<file path="config.mk">
export PLATFORM = sky130hd
export DESIGN_NAME = uart_rx_flat
export DESIGN_NICKNAME = d
export VERILOG_FILES = /design/src/rtl/uart_rx_if.sv /design/src/rtl/uart_rx.sv /design/src/flat_wrapper.sv
export SDC_FILE = /design/constraint.sdc
export NUM_CORES = 1
export LEC_CHECK = 0
export ABC_AREA = 1
export CORE_MARGIN = 4
export CORE_UTILIZATION = 50
export CTS_BUF_LIST = sky130_fd_sc_hd__clkbuf_16
export DETAILED_ROUTE_END_ITERATION = 6
export DONT_BUFFER_PORTS = 1
export GPL_TIMING_DRIVEN = 0
export PLACE_DENSITY_LB_ADDON = 0.2
export SLEW_MARGIN = 20
export SYNTH_ARGS = -nofsm -noshare
export SYNTH_HDL_FRONTEND = slang
export SYNTH_SLANG_ARGS = --single-unit
</file>
<file path="constraint.sdc">
create_clock -name clk -period 1.9 [get_ports clk]
set_input_delay 0.38 -clock clk [delete_from_list [all_inputs] [get_ports clk]]
set_output_delay 0.38 -clock clk [all_outputs]
set_load 0.005 [all_outputs]
</file>
<file path="src/rtl/uart_rx_if.sv">
// rtl/uart_rx_if.sv - byte-side output bundle of the serial receiver
interface uart_rx_if;
  logic [7:0] rx_data;
  logic       rx_valid;
  logic       rx_busy;
  logic       frame_err;

  modport master (output rx_data, rx_valid, rx_busy, frame_err);
  modport slave  (input  rx_data, rx_valid, rx_busy, frame_err);
endinterface

</file>
<file path="src/rtl/uart_rx.sv">
// rtl/uart_rx.sv - 8N1 serial receiver with mid-bit sampling
// Frames are timed from the synchronised start edge; a low stop bit parks the FSM until the line idles.
module uart_rx #(
  parameter int unsigned CLK_FREQ  = 50_000_000,
  parameter int unsigned BAUD_RATE = 115200
) (
  input  logic     clk,
  input  logic     rst_,
  input  logic     rx_serial,
  uart_rx_if.master rx_if
);
  localparam int unsigned DIVISOR = CLK_FREQ / BAUD_RATE;
  localparam int unsigned HALF    = DIVISOR / 2;
  localparam int unsigned CW      = $clog2(DIVISOR);

  localparam logic [CW-1:0] HALF_M1 = CW'(HALF - 1);
  localparam logic [CW-1:0] DIV_M1  = CW'(DIVISOR - 1);
  localparam logic [CW-1:0] CNT_ONE = CW'(1);

  if (DIVISOR < 4) begin : g_div_chk
    $error("uart_rx: CLK_FREQ/BAUD_RATE must be at least 4");
  end

  typedef enum logic [2:0] {
    S_IDLE,
    S_START,
    S_DATA,
    S_STOP,
    S_BREAK
  } state_t;

  state_t        state_q, state_d;
  logic          sync1_q, sync2_q;
  logic [CW-1:0] cnt_q, cnt_d;
  logic [2:0]    idx_q, idx_d;
  logic [7:0]    shift_q, shift_d;
  logic [7:0]    data_q, data_d;
  logic          valid_q, valid_d;
  logic          ferr_q, ferr_d;
  logic          busy_q, busy_d;
  logic          rx_s;

  assign rx_s = sync2_q;

  always_ff @(posedge clk or negedge rst_) begin
    if (!rst_) begin
      sync1_q <= 1'b1;
      sync2_q <= 1'b1;
      state_q <= S_IDLE;
      cnt_q   <= '0;
      idx_q   <= '0;
      shift_q <= '0;
      data_q  <= '0;
      valid_q <= 1'b0;
      ferr_q  <= 1'b0;
      busy_q  <= 1'b0;
    end else begin
      sync1_q <= rx_serial;
      sync2_q <= sync1_q;
      state_q <= state_d;
      cnt_q   <= cnt_d;
      idx_q   <= idx_d;
      shift_q <= shift_d;
      data_q  <= data_d;
      valid_q <= valid_d;
      ferr_q  <= ferr_d;
      busy_q  <= busy_d;
    end
  end

  always_comb begin
    state_d = state_q;
    cnt_d   = cnt_q;
    idx_d   = idx_q;
    shift_d = shift_q;
    data_d  = data_q;
    valid_d = 1'b0;
    ferr_d  = 1'b0;
    unique case (state_q)
      S_IDLE: begin
        if (!rx_s) begin
          cnt_d   = HALF_M1;
          state_d = S_START;
        end
      end
      S_START: begin
        if (cnt_q != '0) begin
          cnt_d = cnt_q - CNT_ONE;
        end else if (rx_s) begin
          state_d = S_IDLE;
        end else begin
          cnt_d   = DIV_M1;
          idx_d   = '0;
          state_d = S_DATA;
        end
      end
      S_DATA: begin
        if (cnt_q != '0) begin
          cnt_d = cnt_q - CNT_ONE;
        end else begin
          shift_d[idx_q] = rx_s;
          cnt_d          = DIV_M1;
          idx_d          = idx_q + 3'd1;
          if (idx_q == 3'd7) state_d = S_STOP;
        end
      end
      S_STOP: begin
        if (cnt_q != '0) begin
          cnt_d = cnt_q - CNT_ONE;
        end else if (rx_s) begin
          data_d  = shift_q;
          valid_d = 1'b1;
          state_d = S_IDLE;
        end else begin
          ferr_d  = 1'b1;
          state_d = S_BREAK;
        end
      end
      S_BREAK: begin
        // Held here so a stuck-low line cannot masquerade as a new start bit.
        if (rx_s) state_d = S_IDLE;
      end
      default: state_d = S_IDLE;
    endcase
    busy_d = (state_d != S_IDLE);
  end

  assign rx_if.rx_data   = data_q;
  assign rx_if.rx_valid  = valid_q;
  assign rx_if.rx_busy   = busy_q;
  assign rx_if.frame_err = ferr_q;
endmodule

</file>
<file path="src/flat_wrapper.sv">
// flat-port wrapper written by rule: the top's interface ports become plain ports
module uart_rx_flat 
#(
  parameter int unsigned CLK_FREQ  = 50_000_000,
  parameter int unsigned BAUD_RATE = 115200
)
  (clk, rst_, rx_serial, rx_if_rx_data, rx_if_rx_valid, rx_if_rx_busy, rx_if_frame_err);
  uart_rx_if rx_if_i ();
  input  logic clk;
  input  logic rst_;
  input  logic rx_serial;
  output wire logic [$bits(rx_if_i.rx_data)-1:0] rx_if_rx_data;
  output wire logic [$bits(rx_if_i.rx_valid)-1:0] rx_if_rx_valid;
  output wire logic [$bits(rx_if_i.rx_busy)-1:0] rx_if_rx_busy;
  output wire logic [$bits(rx_if_i.frame_err)-1:0] rx_if_frame_err;
  assign rx_if_rx_data = rx_if_i.rx_data;
  assign rx_if_rx_valid = rx_if_i.rx_valid;
  assign rx_if_rx_busy = rx_if_i.rx_busy;
  assign rx_if_frame_err = rx_if_i.frame_err;
  uart_rx #(.CLK_FREQ(CLK_FREQ), .BAUD_RATE(BAUD_RATE)) u_core (.clk(clk), .rst_(rst_), .rx_serial(rx_serial), .rx_if(rx_if_i));
endmodule
</file>
==> summary.txt, run 1 <==
Global routing
  – Met1 GRT Util: a little over a fifth
  – Number of global-route vias before repair: approximately 1.4k
  – Global-route met3 utilization: ~6.5%
  – Largest net degree at the start of global routing: 37
  – Congestion Overflow GR: 0
  – Tot GR Track Use: between 10% and 20%
  – Met2 Track Usage GR: around 27%
  – Initial antenna violation count: 0
  – First-pass GRT wire length: between 5 and 6 mm
  – Busiest layer in global routing: met2

Drt
  – Vias/cell: 5.08
  – DR DRC count: 0
  – Via count: roughly 1.5k
  – Number of DRC markers in iteration 0: 76
  – Post-route ant nets: 0
  – WL final: 3.42 mm
  – DR WL/cell: roughly 12 um
  – 1st-pass router iterations: 4

STA
  – Final setup fails: 0
  – Unrepaired setup endpoints after global routing: no
  – Setup TNS: 0 ps
  – Worst slew margin relative to its limit: 62.1%
  – Tcrit/Tclk final: 90.3%
  – Fin. max-slew vios: 0
  – Hold Violations, Final: 0
  – Tmin final: 1720 ps
  – Worst Tran Pin Value: approximately 570 ps
  – Final setup skew: approximately 2.4 ps
  – Fmax: a little under 0.6 GHz

Setup path
  – Crit. Startpoint: u_core.cnt_q[1]
  – WS Path Type: flip-flop to flip-flop
  – Startpoint types: flip-flop
  – Worst R2R Start: u_core.cnt_q[1]
  – Endpoint type of the worst setup path: flip-flop
  – CP required: between 2000 and 2500 ps
  – Arr. time, crit path: 1860 ps
  – CP max FO: 8

Power and ir drop
  – Pwr dens: 761 nW/um2
  – Leak pwr: about 1.1 nW
  – Max IR drop VDD: about 0.6 mV

Synthesis
  – Mapped Nets: around 240
  – Synth cell types: 23
  – Synthesized area: 1850 um2
  – Synth Area per Inst: 7.92 um2
  – FF+latch count, synth: 36
  – Sequential area share after synthesis: 48.7%
  – Mapped Cells: 234
  – Ys Warns: 0

Clock tree
  – Root Buffer: clkbuf_16
  – Longest Clk Path Bufs: 2
  – Clock tree from TritonCTS: yes
  – Clk slew on worst S/H paths: 50 ps
  – Cts bufs inserted: 5
  – Clock latency on the worst-skew pair: 270 ps
  – Clock Sinks: 36
  – H-tree depth: 2

Min path
  – Hold path startpoint: rx_serial
  – Hold Path Class: primary input to flip-flop

Layout
  – Layout area overhead: 12.5%
  – Nets: 250
  – Design Area, Final: ~2100 um2
  – # diodes: 0
  – Proportion of layout cells with a drive suffix above 1: 14.8%
  – Register area: approximately 900 um2
  – Final Instance Count excl. Fillers: between 200 and 300
  – FILL cells: 300
  – Core Util, Final: roughly three fifths
  – Multi-input gate area: ~840 um2

Floorplanning
  – Initial Utilization: approximately 53%
  – Die width: slightly below 70 um
  – Top-Level Pins: 14
  – CORE AREA: about 3500 um2
  – Die H: 68.9 um
  – Die area: ~4700 um2
  – Num rows: 21

Placement
  – RePlAce Congestion: around 0.8
  – Dpl hpwl: roughly 2.4 mm
  – I/O Buffers: 0
  – DP Cell Count: 280
  – Cell Area, Placed: ~1900 um2

Run
  – Max Cap Viol: 0

Status
  – Status: completed
-- logic make-up (layout without fill, tap and decap cells) --
group           Yosys count  after routing  share of synthesized area, %
fa+ha+maj                 4              4                          2.70
buf+inv                  28             38                          6.21
xor+xnor                  1              1                         0.472
flops                    36             36                          48.7
simple gates            143            143                          34.5
compound gates           22             22                          7.35
-- routing by layer --
metal,wire [um],vias to the layer above
met5,0,-
met1,1620,671
met3,145,10
li1,-,763
met4,73,0
met2,1570,30
-- path summary, 6_finish.rpt --
path	cells after the start	to	slack (ps)
min in group asynchronous	2	u_core.shift_q[3]	560
worst min register to register	0	u_core.rx_s	360
worst max-delay path	11	u_core.cnt_q[1]	180
worst max register to register	11	u_core.cnt_q[1]	180
worst min-delay path	0	u_core.sync1_q	100
max in group asynchronous	2	u_core.sync1_q	1090
-- sequential cells by signal (all words and copies together), names as in the netlist --
signal and count:
u_core.idx_q 3, u_core.rx_if.rx_data 8, u_core.rx_s 1, u_core.rx_if.rx_busy 1
u_core.rx_if.frame_err 1, u_core.sync1_q 1, u_core.state_q 3, u_core.cnt_q 9
u_core.rx_if.rx_valid 1, u_core.shift_q 8
-- where the power goes --
| group | internal, mW | leakage, nW | switching (mW) | total, mW |
|---|---|---|---|---|
| clock network | 0.482 | 0.0736 | 0.304 | 0.786 |
| registers | 0.771 | 0.473 | 0.000593 | 0.771 |
| logic | 0.00716 | 0.580 | 0.0220 | 0.0291 |
| total | 1.26 | 1.13 | 0.327 | 1.59 |
-- timing repair --
item                                   CTS  global route
endpoints found under the hold margin   36             0
gates resized for setup                  0             1
hold buffers                             2             0
setup buffers                            0             0
setup endpoints to repair                0             2
-- synth_stat cells --
library cell  count  share of area [%]
buf_2             1               0.27
buf_6             1               0.61
clkinv_2          1               0.27
dfrtp_1          34                 46
dfstp_2           2                2.8
ha_1              4                2.7
inv_1            22                4.5
inv_2             3               0.61
nand2_1          82                 17
nand2_2           3                1.0
nand2_4           2                1.2
nand3_1          25                6.7
nand3b_1          1               0.41
nor2_1           21                4.3
nor2_2            4                1.3
nor2_4            3                1.8
nor3_1            1               0.27
nor3_4            1               0.88
o21ai_0           6                1.6
o21ai_1           9                2.4
o21ai_2           5                2.4
o221ai_1          2               0.94
xnor2_1           1               0.47
-- cell usage in the layout, fill, tap and decap left out, types with 2 or more instances in the layout --
cell        n
clkbuf_16   5
clkinv_2    3
dfrtp_1    34
dfstp_2     2
ha_1        4
inv_1      21
inv_2       4
nand2_1    82
nand2_2     3
nand2_4     2
nand3_1    25
nor2_1     21
nor2_2      4
nor2_4      3
o21ai_0     6
o21ai_1     9
o21ai_2     5
o221ai_1    2
-- stage by stage --
| stage | hold slack [ps] | worst slack, ps | power (mW) |
|---|---|---|---|
| CTS | 96.0 | 145 | 1.59 |
| global route | 82.7 | 19.6 | 1.65 |
| finish | 99.8 | 184 | 1.59 |
| global placement | 85.2 | 195 | 0.793 |
| detailed placement | 85.3 | 163 | 0.793 |
| floorplan | 84.4 | 334 | 0.792 |
-- worst max-delay path: stages, from the launching register on --
cell     delay (ps)
dfrtp_1         380
inv_1           100
ha_1            170
inv_1            40
nor2_1           80
nand2_1          90
nor2_4          210
nand2_2         110
inv_2           100
nor2_1           60
nand2_2         160
o21ai_0         110
-- area by class of cell --
cell class / count / area share, %
Inverter: 26 / 4.74
Timing Repair Buffer: 2 / 1.44
Multi-Input combinational cell: 170 / 40.1
Clock buffer: 5 / 6.00
Tap cell: 46 / 2.76
Sequential cell: 36 / 43.3
Buffer: 2 / 0.780
Clock inverter: 3 / 0.900
No activity file was read; power rests on OpenSTA's default activity.
==> run 2: changes to the inputs <==
--- a/config.mk
+++ b/config.mk
@@ -6,6 +6,7 @@
 export NUM_CORES = 1
 export LEC_CHECK = 0
 export ABC_AREA = 1
+export CORE_ASPECT_RATIO = 0.6
 export CORE_MARGIN = 4
 export CORE_UTILIZATION = 50
 export CTS_BUF_LIST = sky130_fd_sc_hd__clkbuf_16
@@ -13,6 +14,7 @@
 export DONT_BUFFER_PORTS = 1
 export GPL_TIMING_DRIVEN = 0
 export PLACE_DENSITY_LB_ADDON = 0.2
+export SETUP_SLACK_MARGIN = 0.15
 export SLEW_MARGIN = 20
 export SYNTH_ARGS = -nofsm -noshare
 export SYNTH_HDL_FRONTEND = slang
==> run 2 against run 1 <==
Net effect: hold slack better by 1.0 ps; cell area increased by 4.1%; register-to-register slack better by 40 ps; clock power up 14%; largest power group unchanged; fmax increased by 2.5%; critical path type unchanged; power increased by 7.0%; sequential power about the same; worst setup slack improved by 42 ps; core utilization rose by 3.7 points; cell count increased by 1.0%; flip-flop and latch count unchanged; die area is 0.68% higher.
==> summary.txt, run 2 (synthesized netlist as in run 1, its figures left out) <==
Global routing
  – Number of global-route vias before repair: between 1k and 1.5k
  – Tot GR Track Use: between 10% and 20%
  – First-pass GRT wire length: 6.47 mm
  – Initial antenna violation count: 0
  – Largest net degree at the start of global routing: 37
  – Congestion Overflow GR: 0

STA
  – Tcrit/Tclk final: between 80% and 90%
  – Hold Violations, Final: 0
  – Unrepaired setup endpoints after global routing: yes
  – Tmin final: 1670 ps
  – Final setup skew: 2.57 ps
  – Final setup fails: 0
  – Setup TNS: 0 ps
  – Worst Tran Pin Value: ~560 ps
  – Fin. max-slew vios: 0
  – Fmax: between 0.5 and 0.6 GHz
  – Worst slew margin relative to its limit: between 60% and 70%
  – Worst setup margin: 225 ps

Power and ir drop
  – Pwr dens: 782 nW/um2
  – Max IR drop VDD: 0.736 mV
  – Pwr Total: 1.70 mW
  – Leak pwr: 1.15 nW

Floorplanning
  – Die H: 55.2 um
  – Die area: about 4800 um2
  – Die width: around 87 um
  – CORE AREA: ~3400 um2
  – Initial Utilization: between 50% and 60%
  – Num rows: 16
  – Top-Level Pins: 14

Clock tree
  – Longest Clk Path Bufs: 2
  – Clock tree from TritonCTS: yes
  – Clk slew on worst S/H paths: about 50 ps
  – H-tree depth: 2
  – Cts bufs inserted: 5
  – Clock Sinks: 36
  – Clock latency on the worst-skew pair: 270 ps
  – Root Buffer: clkbuf_16

Drt
  – WL final: approximately 3.8 mm
  – Via count: between 1k and 1.5k
  – DR WL/cell: 13.1 um
  – Vias/cell: a little over 5
  – Post-route ant nets: 0
  – Met2 Wirelength: ~1.5 mm
  – Number of DRC markers in iteration 0: roughly 180
  – Top Layer Used: met4
  – 1st-pass router iterations: 4
  – DR DRC count: 0
  – Met3 WL: roughly 290 um
  – M1 WL: about 2.0 mm

Layout
  – Nets: between 200 and 300
  – Core Util, Final: between 60% and 70%
  – Top reg by flops: u_core.cnt_q
  – Final Instance Count excl. Fillers: approximately 290
  – # diodes: 0
  – Proportion of layout cells with a drive suffix above 1: roughly 18%
  – Most common cell after layout, fill and taps aside: nand2_1
  – Commonest non-fill, non-tap cells in the layout: 79 x nand2_1, 34 x dfrtp_1, 24 x nand3_1, 21 x nor2_1, 20 x inv_1
  – Max reg flops: 9
  – Layout area overhead: 17.1%

Setup path
  – CP max FO: 10
  – WP buf/inv: 3
  – Largest stage delay on the critical path: 370 ps
  – Worst path most repeated cell: nand2_1
  – Endpoint type of the worst setup path: flip-flop
  – Slowest-stage cell, CP: dfrtp_1
  – WS Path Type: flip-flop to flip-flop
  – Startpoint types: flip-flop
  – CP required: ~2000 ps
  – Cell breakdown of the critical path: inv_2, ha_4, inv_1, nor2_1, nand2_1, nor2_4, nand2_2, nand2_2, nor2_4, buf_6, nand2_1, nand2_1
  – Arr. time, crit path: between 1500 and 2000 ps
  – Top delay family on crit path: simple AND/OR/NAND/NOR gates

Run
  – Max Cap Viol: 0

Placement
  – Dpl hpwl: between 2 and 3 mm
  – DP Cell Count: 279
  – I/O Buffers: 0
  – Setup WS pre-CTS: ~150 ps
  – RePlAce Congestion: between 0.8 and 0.9

Min path
  – Hold Path Class: primary input to flip-flop

Status
  – Status: completed
[run 2: power by group]
| part | switching (mW) | internal (mW) | total, mW |
|---|---|---|---|
| combinational | 0.0231 | 0.00719 | 0.0303 |
| clock | 0.288 | 0.609 | 0.896 |
| sequential | 0.000593 | 0.771 | 0.772 |
[run 2: path summary, 6_finish.rpt]
path                                       from  cells past startpoint  slack [ps]               to
worst max-delay path            u_core.cnt_q[0]                     12         230  u_core.cnt_q[4]
worst min-delay path                  rx_serial                      0         100   u_core.sync1_q
worst max register to register  u_core.cnt_q[0]                     12         230  u_core.cnt_q[4]
worst min register to register   u_core.sync1_q                      0         350      u_core.rx_s
max in group asynchronous                  rst_                      2        1110   u_core.sync1_q
min in group asynchronous                  rst_                      2         540  u_core.cnt_q[7]
[run 2: area by class of cell]
cell class	instances	area, um2
Timing Repair Buffer	6	60.1
Clock buffer	5	125
Multi-Input combinational cell	170	871
Tap cell	45	56.3
Sequential cell	36	903
Inverter	26	103
Buffer	2	16.3
Fill cell	280	1230
Clock inverter	3	37.5
[run 2: worst reg2reg max path, stage by stage, from the launching register on]
cell	delay, ps
dfrtp_1	370
inv_2	120
ha_4	150
inv_1	30
nor2_1	80
nand2_1	90
nor2_4	200
nand2_2	120
nand2_2	90
nor2_4	60
buf_6	140
nand2_1	80
nand2_1	50
[run 2: routing by layer]
metal | GRT usage [%] | up-vias
met4 | 6.22 | 0
met3 | 5.47 | 4
li1 | - | 771
met5 | 0 | -
met2 | 23.9 | 47
met1 | 27.6 | 652
[run 2: timing repair]
| item | CTS | global route |
|---|---|---|
| pin swaps | 1 | 2 |
| setup endpoints to repair | 6 | 22 |
| hold endpoints to repair | 36 | 0 |
| setup buffers | 2 | 2 |
| hold buffers | 2 | 0 |
| gates resized for setup | 2 | 10 |
[run 2: per-stage QoR]
stage	area [um2]	hold WS, ps
2_1_floorplan	1850	84.4
3_3_place_gp	1910	85.5
3_5_place_dp	1910	85.3
4_1_cts	2120	94.0
5_1_grt	2170	89.0
6_report	2170	101
